--- src/rtl/spi_flash_reader.sv ---
// Wishbone master that drives the SPI peripheral to run serial-flash READ bursts.
// Header echoes are dropped; payload bytes stream out through a valid/ready port.
module spi_flash_reader #(
  parameter logic [15:0] SPISPED  = 16'd5,
  parameter logic [7:0]  OPCODE   = 8'h03,
  parameter int unsigned INFLIGHT = 6
) (
  input  logic        clk_i,
  input  logic        rst_ni,
  input  logic        cmd_valid_i,
  output logic        cmd_ready_o,
  input  logic [23:0] cmd_addr_i,
  input  logic [7:0]  cmd_len_i,
  output logic [1:0]  wb_adr_o,
  output logic [3:0]  wb_sel_o,
  output logic        wb_stb_o,
  output logic        wb_we_o,
  output logic [31:0] wb_dat_o,
  input  logic [31:0] wb_dat_i,
  input  logic        wb_ack_i,
  output logic        spiCs_o,
  output logic [7:0]  rd_data_o,
  output logic        rd_valid_o,
  input  logic        rd_ready_i,
  output logic        busy_o,
  output logic        done_o
);

  localparam int unsigned CW  = 9;
  localparam int unsigned HDR = 4;

  localparam logic [1:0] ADR_DATA   = 2'd0;
  localparam logic [1:0] ADR_STATUS = 2'd1;
  localparam logic [1:0] ADR_SPEED  = 2'd2;

  typedef enum logic [3:0] {
    S_IDLE, S_CFG, S_CSLOW, S_POLL, S_SEND, S_POP, S_OUT, S_CSHIGH, S_DONE
  } state_t;

  state_t          state;
  logic [23:0]     addr_q;
  logic [CW-1:0]   total;
  logic [CW-1:0]   sent;
  logic [CW-1:0]   popped;
  logic [CW-1:0]   inflight;
  logic [7:0]      send_byte;
  logic            st_rec_empty;
  logic            st_send_full;
  logic            st_busy;
  logic            can_send;
  logic            unused_dat;

  assign wb_sel_o     = 4'b1111;
  assign inflight     = sent - popped;
  assign st_rec_empty = wb_dat_i[0];
  assign st_send_full = wb_dat_i[4];
  assign st_busy      = wb_dat_i[5];
  assign can_send     = (sent < total) && (inflight < CW'(INFLIGHT)) && !st_send_full;
  assign unused_dat   = ^wb_dat_i[31:8];

  // Opcode, three address bytes, then dummy bytes that clock the payload in.
  always_comb begin
    send_byte = 8'h00;
    case (sent)
      9'd0:    send_byte = OPCODE;
      9'd1:    send_byte = addr_q[23:16];
      9'd2:    send_byte = addr_q[15:8];
      9'd3:    send_byte = addr_q[7:0];
      default: send_byte = 8'h00;
    endcase
  end

  always_ff @(posedge clk_i or negedge rst_ni) begin
    if (!rst_ni) begin
      state       <= S_IDLE;
      addr_q      <= 24'h0;
      total       <= '0;
      sent        <= '0;
      popped      <= '0;
      cmd_ready_o <= 1'b1;
      busy_o      <= 1'b0;
      done_o      <= 1'b0;
      spiCs_o     <= 1'b1;
      wb_stb_o    <= 1'b0;
      wb_we_o     <= 1'b0;
      wb_adr_o    <= 2'd0;
      wb_dat_o    <= 32'h0;
      rd_data_o   <= 8'h00;
      rd_valid_o  <= 1'b0;
    end else begin
      done_o <= 1'b0;
      case (state)
        S_IDLE: begin
          if (cmd_valid_i) begin
            addr_q      <= cmd_addr_i;
            total       <= CW'(cmd_len_i) + CW'(HDR);
            sent        <= '0;
            popped      <= '0;
            cmd_ready_o <= 1'b0;
            busy_o      <= 1'b1;
            if (cmd_len_i == 8'd0) begin
              state  <= S_DONE;
              done_o <= 1'b1;
            end else begin
              state    <= S_CFG;
              wb_stb_o <= 1'b1;
              wb_we_o  <= 1'b1;
              wb_adr_o <= ADR_SPEED;
              wb_dat_o <= {16'h0, SPISPED};
            end
          end
        end
        S_CFG: begin
          if (wb_ack_i) begin
            wb_stb_o <= 1'b0;
            wb_we_o  <= 1'b0;
            wb_dat_o <= 32'h0;
            spiCs_o  <= 1'b0;
            state    <= S_CSLOW;
          end
        end
        S_CSLOW: begin
          state    <= S_POLL;
          wb_stb_o <= 1'b1;
          wb_we_o  <= 1'b0;
          wb_adr_o <= ADR_STATUS;
        end
        // Status read; the strobe stays up while polling so each cycle re-issues it.
        S_POLL: begin
          if (wb_ack_i) begin
            if (!st_rec_empty) begin
              state    <= S_POP;
              wb_adr_o <= ADR_DATA;
            end else if (can_send) begin
              state    <= S_SEND;
              wb_we_o  <= 1'b1;
              wb_adr_o <= ADR_DATA;
              wb_dat_o <= {24'h0, send_byte};
            end else if ((popped == total) && !st_busy) begin
              state    <= S_CSHIGH;
              wb_stb_o <= 1'b0;
              spiCs_o  <= 1'b1;
            end
          end
        end
        S_SEND: begin
          if (wb_ack_i) begin
            sent     <= sent + CW'(1);
            state    <= S_POLL;
            wb_we_o  <= 1'b0;
            wb_adr_o <= ADR_STATUS;
            wb_dat_o <= 32'h0;
          end
        end
        S_POP: begin
          if (wb_ack_i) begin
            popped <= popped + CW'(1);
            if (popped < CW'(HDR)) begin
              state    <= S_POLL;
              wb_adr_o <= ADR_STATUS;
            end else begin
              state      <= S_OUT;
              wb_stb_o   <= 1'b0;
              rd_data_o  <= wb_dat_i[7:0];
              rd_valid_o <= 1'b1;
            end
          end
        end
        S_OUT: begin
          if (rd_ready_i) begin
            rd_valid_o <= 1'b0;
            state      <= S_POLL;
            wb_stb_o   <= 1'b1;
            wb_adr_o   <= ADR_STATUS;
          end
        end
        S_CSHIGH: begin
          state  <= S_DONE;
          done_o <= 1'b1;
        end
        S_DONE: begin
          state       <= S_IDLE;
          busy_o      <= 1'b0;
          cmd_ready_o <= 1'b1;
        end
        default: state <= S_IDLE;
      endcase
    end
  end

endmodule
--- config.mk ---
export PLATFORM = sky130hd
export DESIGN_NAME = spi_flash_reader
export DESIGN_NICKNAME = d
export VERILOG_FILES = /design/src/rtl/spi_flash_reader.sv
export SDC_FILE = /design/constraint.sdc
export NUM_CORES = 1
export LEC_CHECK = 0
export ABC_AREA = 1
export BUFFER_PORTS_ARGS = -buffer_cell sky130_fd_sc_hd__buf_2
export CAP_MARGIN = 5
export CELL_PAD_IN_SITES_DETAIL_PLACEMENT = 0
export CELL_PAD_IN_SITES_GLOBAL_PLACEMENT = 1
export CORE_AREA = 2 2 116 118
export CTS_BUF_LIST = sky130_fd_sc_hd__clkbuf_4
export DETAILED_ROUTE_END_ITERATION = 8
export DIE_AREA = 0 0 118 120
export PLACE_DENSITY_LB_ADDON = 0.1
export SLEW_MARGIN = 40
export SYNTH_ARGS = -nofsm -noshare
export SYNTH_HDL_FRONTEND = slang
export SYNTH_SLANG_ARGS = --single-unit
--- constraint.sdc ---
create_clock -name clk_i -period 2.6 [get_ports clk_i]
set_input_delay 0.13 -clock clk_i [delete_from_list [all_inputs] [get_ports clk_i]]
set_output_delay 0.13 -clock clk_i [all_outputs]
set_load 0.02 [all_outputs]
==> out/metrics.cfg <==
[final_layout]
drive_above_1_share = 0.1711
nNetsFinal = 905
syn_to_final_growth_pct = 21.76
multi_input_area_um2 = 2534
regArea_um2 = 2004
diodes = 0
fill_cells = 1343

[logic_synthesis]
ys_ff_latch = 80
synth_area_leaders = dfrtp_1, nand2_1, inv_1
synthArstFlopShare = 1.000
synth-seq-area-share = 0.3930
syn_area_um2 = 5100
yosys.area.top_type = dfrtp_1
ys_top_cells_by_count = nand2_1, inv_1, dfrtp_1, nor2_1, o21ai_0
synth_top_area_share = 0.3827
syn_area_per_cell_um2 = 7.349
syn_inst = 694
synth_edf_count = 0
synth_warnings = 0
synth_most_common_cell = nand2_1
synth_cell_types = 48
synthFlopType = dfrtp_1

[clock_tree]
cts_max_path_buffers = 2
cts_num_sinks = 80
cts_made_buffers = 9
cts_tree = built
worst_skew_pair.late_latency_ns = 0.46
clk_pin_slew_worst_paths_ns = 0.14
h-tree-depth = 3
cts_root_buffer = clkbuf_4

[floorplanning]
num_rows = 42
core_um2 = 12980
io_pins = 122
die_height_um = 120
die_width_um = 118
die_area_um2 = 14160
start_util = 0.3929

[sta]
min_period_over_period = 0.8939
setup_viol_count_final = 0
grt_setup_unrepaired = false
slew_headroom = 0.5572
fmax_ghz = 0.4303
slew_violations = 0
fin_worst_skew_ns = 0.01584
period_needed_ns = 2.324
finalHoldViolations = 0
worst_pin_slew_ns = 0.6642
tns_ns = 0

[placed_design]
hpwlAfterDp_mm = 9.646
place.gp.congestion = 0.8758
place.port_buffers = 69

[grt]
use_met1 = 0.2473
grt_max_degree = 81
globalRoute.totalOverflow = 0
gr-usage-met2 = 0.3241
grt_usage = 0.1943
grt_pass1_wl_mm = 21.81
antenna_found_initial = 0
use_met3 = 0.03660
grt_pass1_vias = 4641
grt.busiest_layer = met2

[worst_setup_path]
critPathRequiredTime_ns = 3.00
path_max_fanout = 7
worstPathArrival_ns = 2.73
cp_slowest_cell = dfrtp_1
crit_path_cell_trace = ha_1 > a21oi_1 > nand2_2 > nand2_1 > nand3_1 > nand2_1 > nand2_1 > nor2_2 > nand2_2 > nand2_4 > buf_4 > nand4_1 > nand2_1
path_buf_inv = 1
cpMostUsedCell = nand2_1
max_stage_delay_ns = 0.50
path_delay_family = simple AND/OR/NAND/NOR gates
crit_path_end_kind = register
critPathKind = register to register
regToRegSetupSlack_ns = 0.28
start_kind = register

[detailed_routing]
drc = 0
routed_wl_mm = 12.85
dr.pass1.iters = 4
wl_per_cell_um = 12.92
via_count = 4577
drt_iter0_drc = 192
viasPerCell = 4.605
ant_nets = 0

[min_path]
hold_class = input port to register

[pwr]
leakage_nw = 3.334
report.power.total_mw = 5.954
peakVddDrop_mv = 0.3577
power_per_cell_area_nw_per_um2 = 958.8

[run]
maxCapViolations = 0

[status]
status = completed

## report_power, final
part | leakage, nW | switching (mW) | internal [mW] | total, mW
registers | 1.02 | 0.251 | 1.69 | 1.95
logic | 2.20 | 1.94 | 1.04 | 2.97
clock network | 0.107 | 0.460 | 0.577 | 1.04
total | 3.33 | 2.65 | 3.31 | 5.95
## stage by stage
stage	setup slack (ns)	utilization	hold slack [ns]	area, µm²	std cells
global placement	0.1787	0.4287	0.3143	5564	935
CTS	0.1148	0.4753	0.009558	6170	991
detailed placement	0.1397	0.4290	0.2351	5568	935
finish	0.2759	0.4784	0.03430	6210	994
global route	0.006726	0.4784	0.02507	6210	994
floorplan	0.4744	-	-0.1656	5197	720
## registers in the layout, indices dropped and copies added, names as in the netlist, 2 cells and up
register	count
wb_dat_o	8
addr_q	24
state	4
wb_adr_o	2
sent	9
total	9
rd_data_o	8
popped	9
## path summary, 6_finish.rpt
| kind | cells past startpoint | endpoint | start |
|---|---|---|---|
| hold reg to reg | 2 | wb_adr_o[0] | wb_adr_o[0] |
| min in group asynchronous | 2 | popped[7] | rst_ni |
| max in group asynchronous | 2 | wb_adr_o[1] | rst_ni |
| setup reg to reg | 13 | wb_dat_o[4] | sent[2] |
| setup / recovery | 13 | wb_dat_o[4] | sent[2] |
| hold / removal | 3 | total[4] | cmd_len_i[4] |
## metal layers
| layer | share of wire | routed length [µm] |
|---|---|---|
| met1 | 0.46 | 5972 |
| met2 | 0.47 | 6034 |
| met3 | 0.039 | 499 |
| met4 | 0.026 | 338 |
| met5 | 0 | 0 |
## final cells by class
cell class / instances / area share
multi-input combinational: 495 / 0.4080
sequential: 80 / 0.3228
timing repair buffer: 123 / 0.1384
inverter: 104 / 0.06287
tap: 176 / 0.03546
clock inverter: 7 / 0.02156
clock buffer: 9 / 0.01088
## cells by family after synthesis
kind of cell | share of synthesized area
AO/OA/AOI/OAI | 0.09642
XOR/XNOR | 0.01717
adder cells (fa/ha/maj) | 0.05790
buffers and inverters | 0.1322
flip-flops | 0.3930
other | 0.001473
AND/OR/NAND/NOR | 0.3018
## layout by cell type, fill, tap and decap left out, drive strengths merged, types with 15 or more instances in the layout
cell type,instances
a21oi,22
buf,82
conb,28
dfrtp,78
dlygate4sd3,40
ha,22
inv,102
nand2,203
nand3,33
nand4,15
nor2,66
nor3,19
o21ai,54
## timing repair
item,CTS,global route
setup endpoints to repair,0,11
endpoints found under the hold margin,118,0
hold buffers,40,0
buffers inserted,0,3
resized for setup,0,4
## tightest hold or removal path, stage by stage
cell and delay (ns):
buf_2 0.12, xnor2_1 0.13, o21ai_0 0.08
No activity file was read; power rests on OpenSTA's default activity.
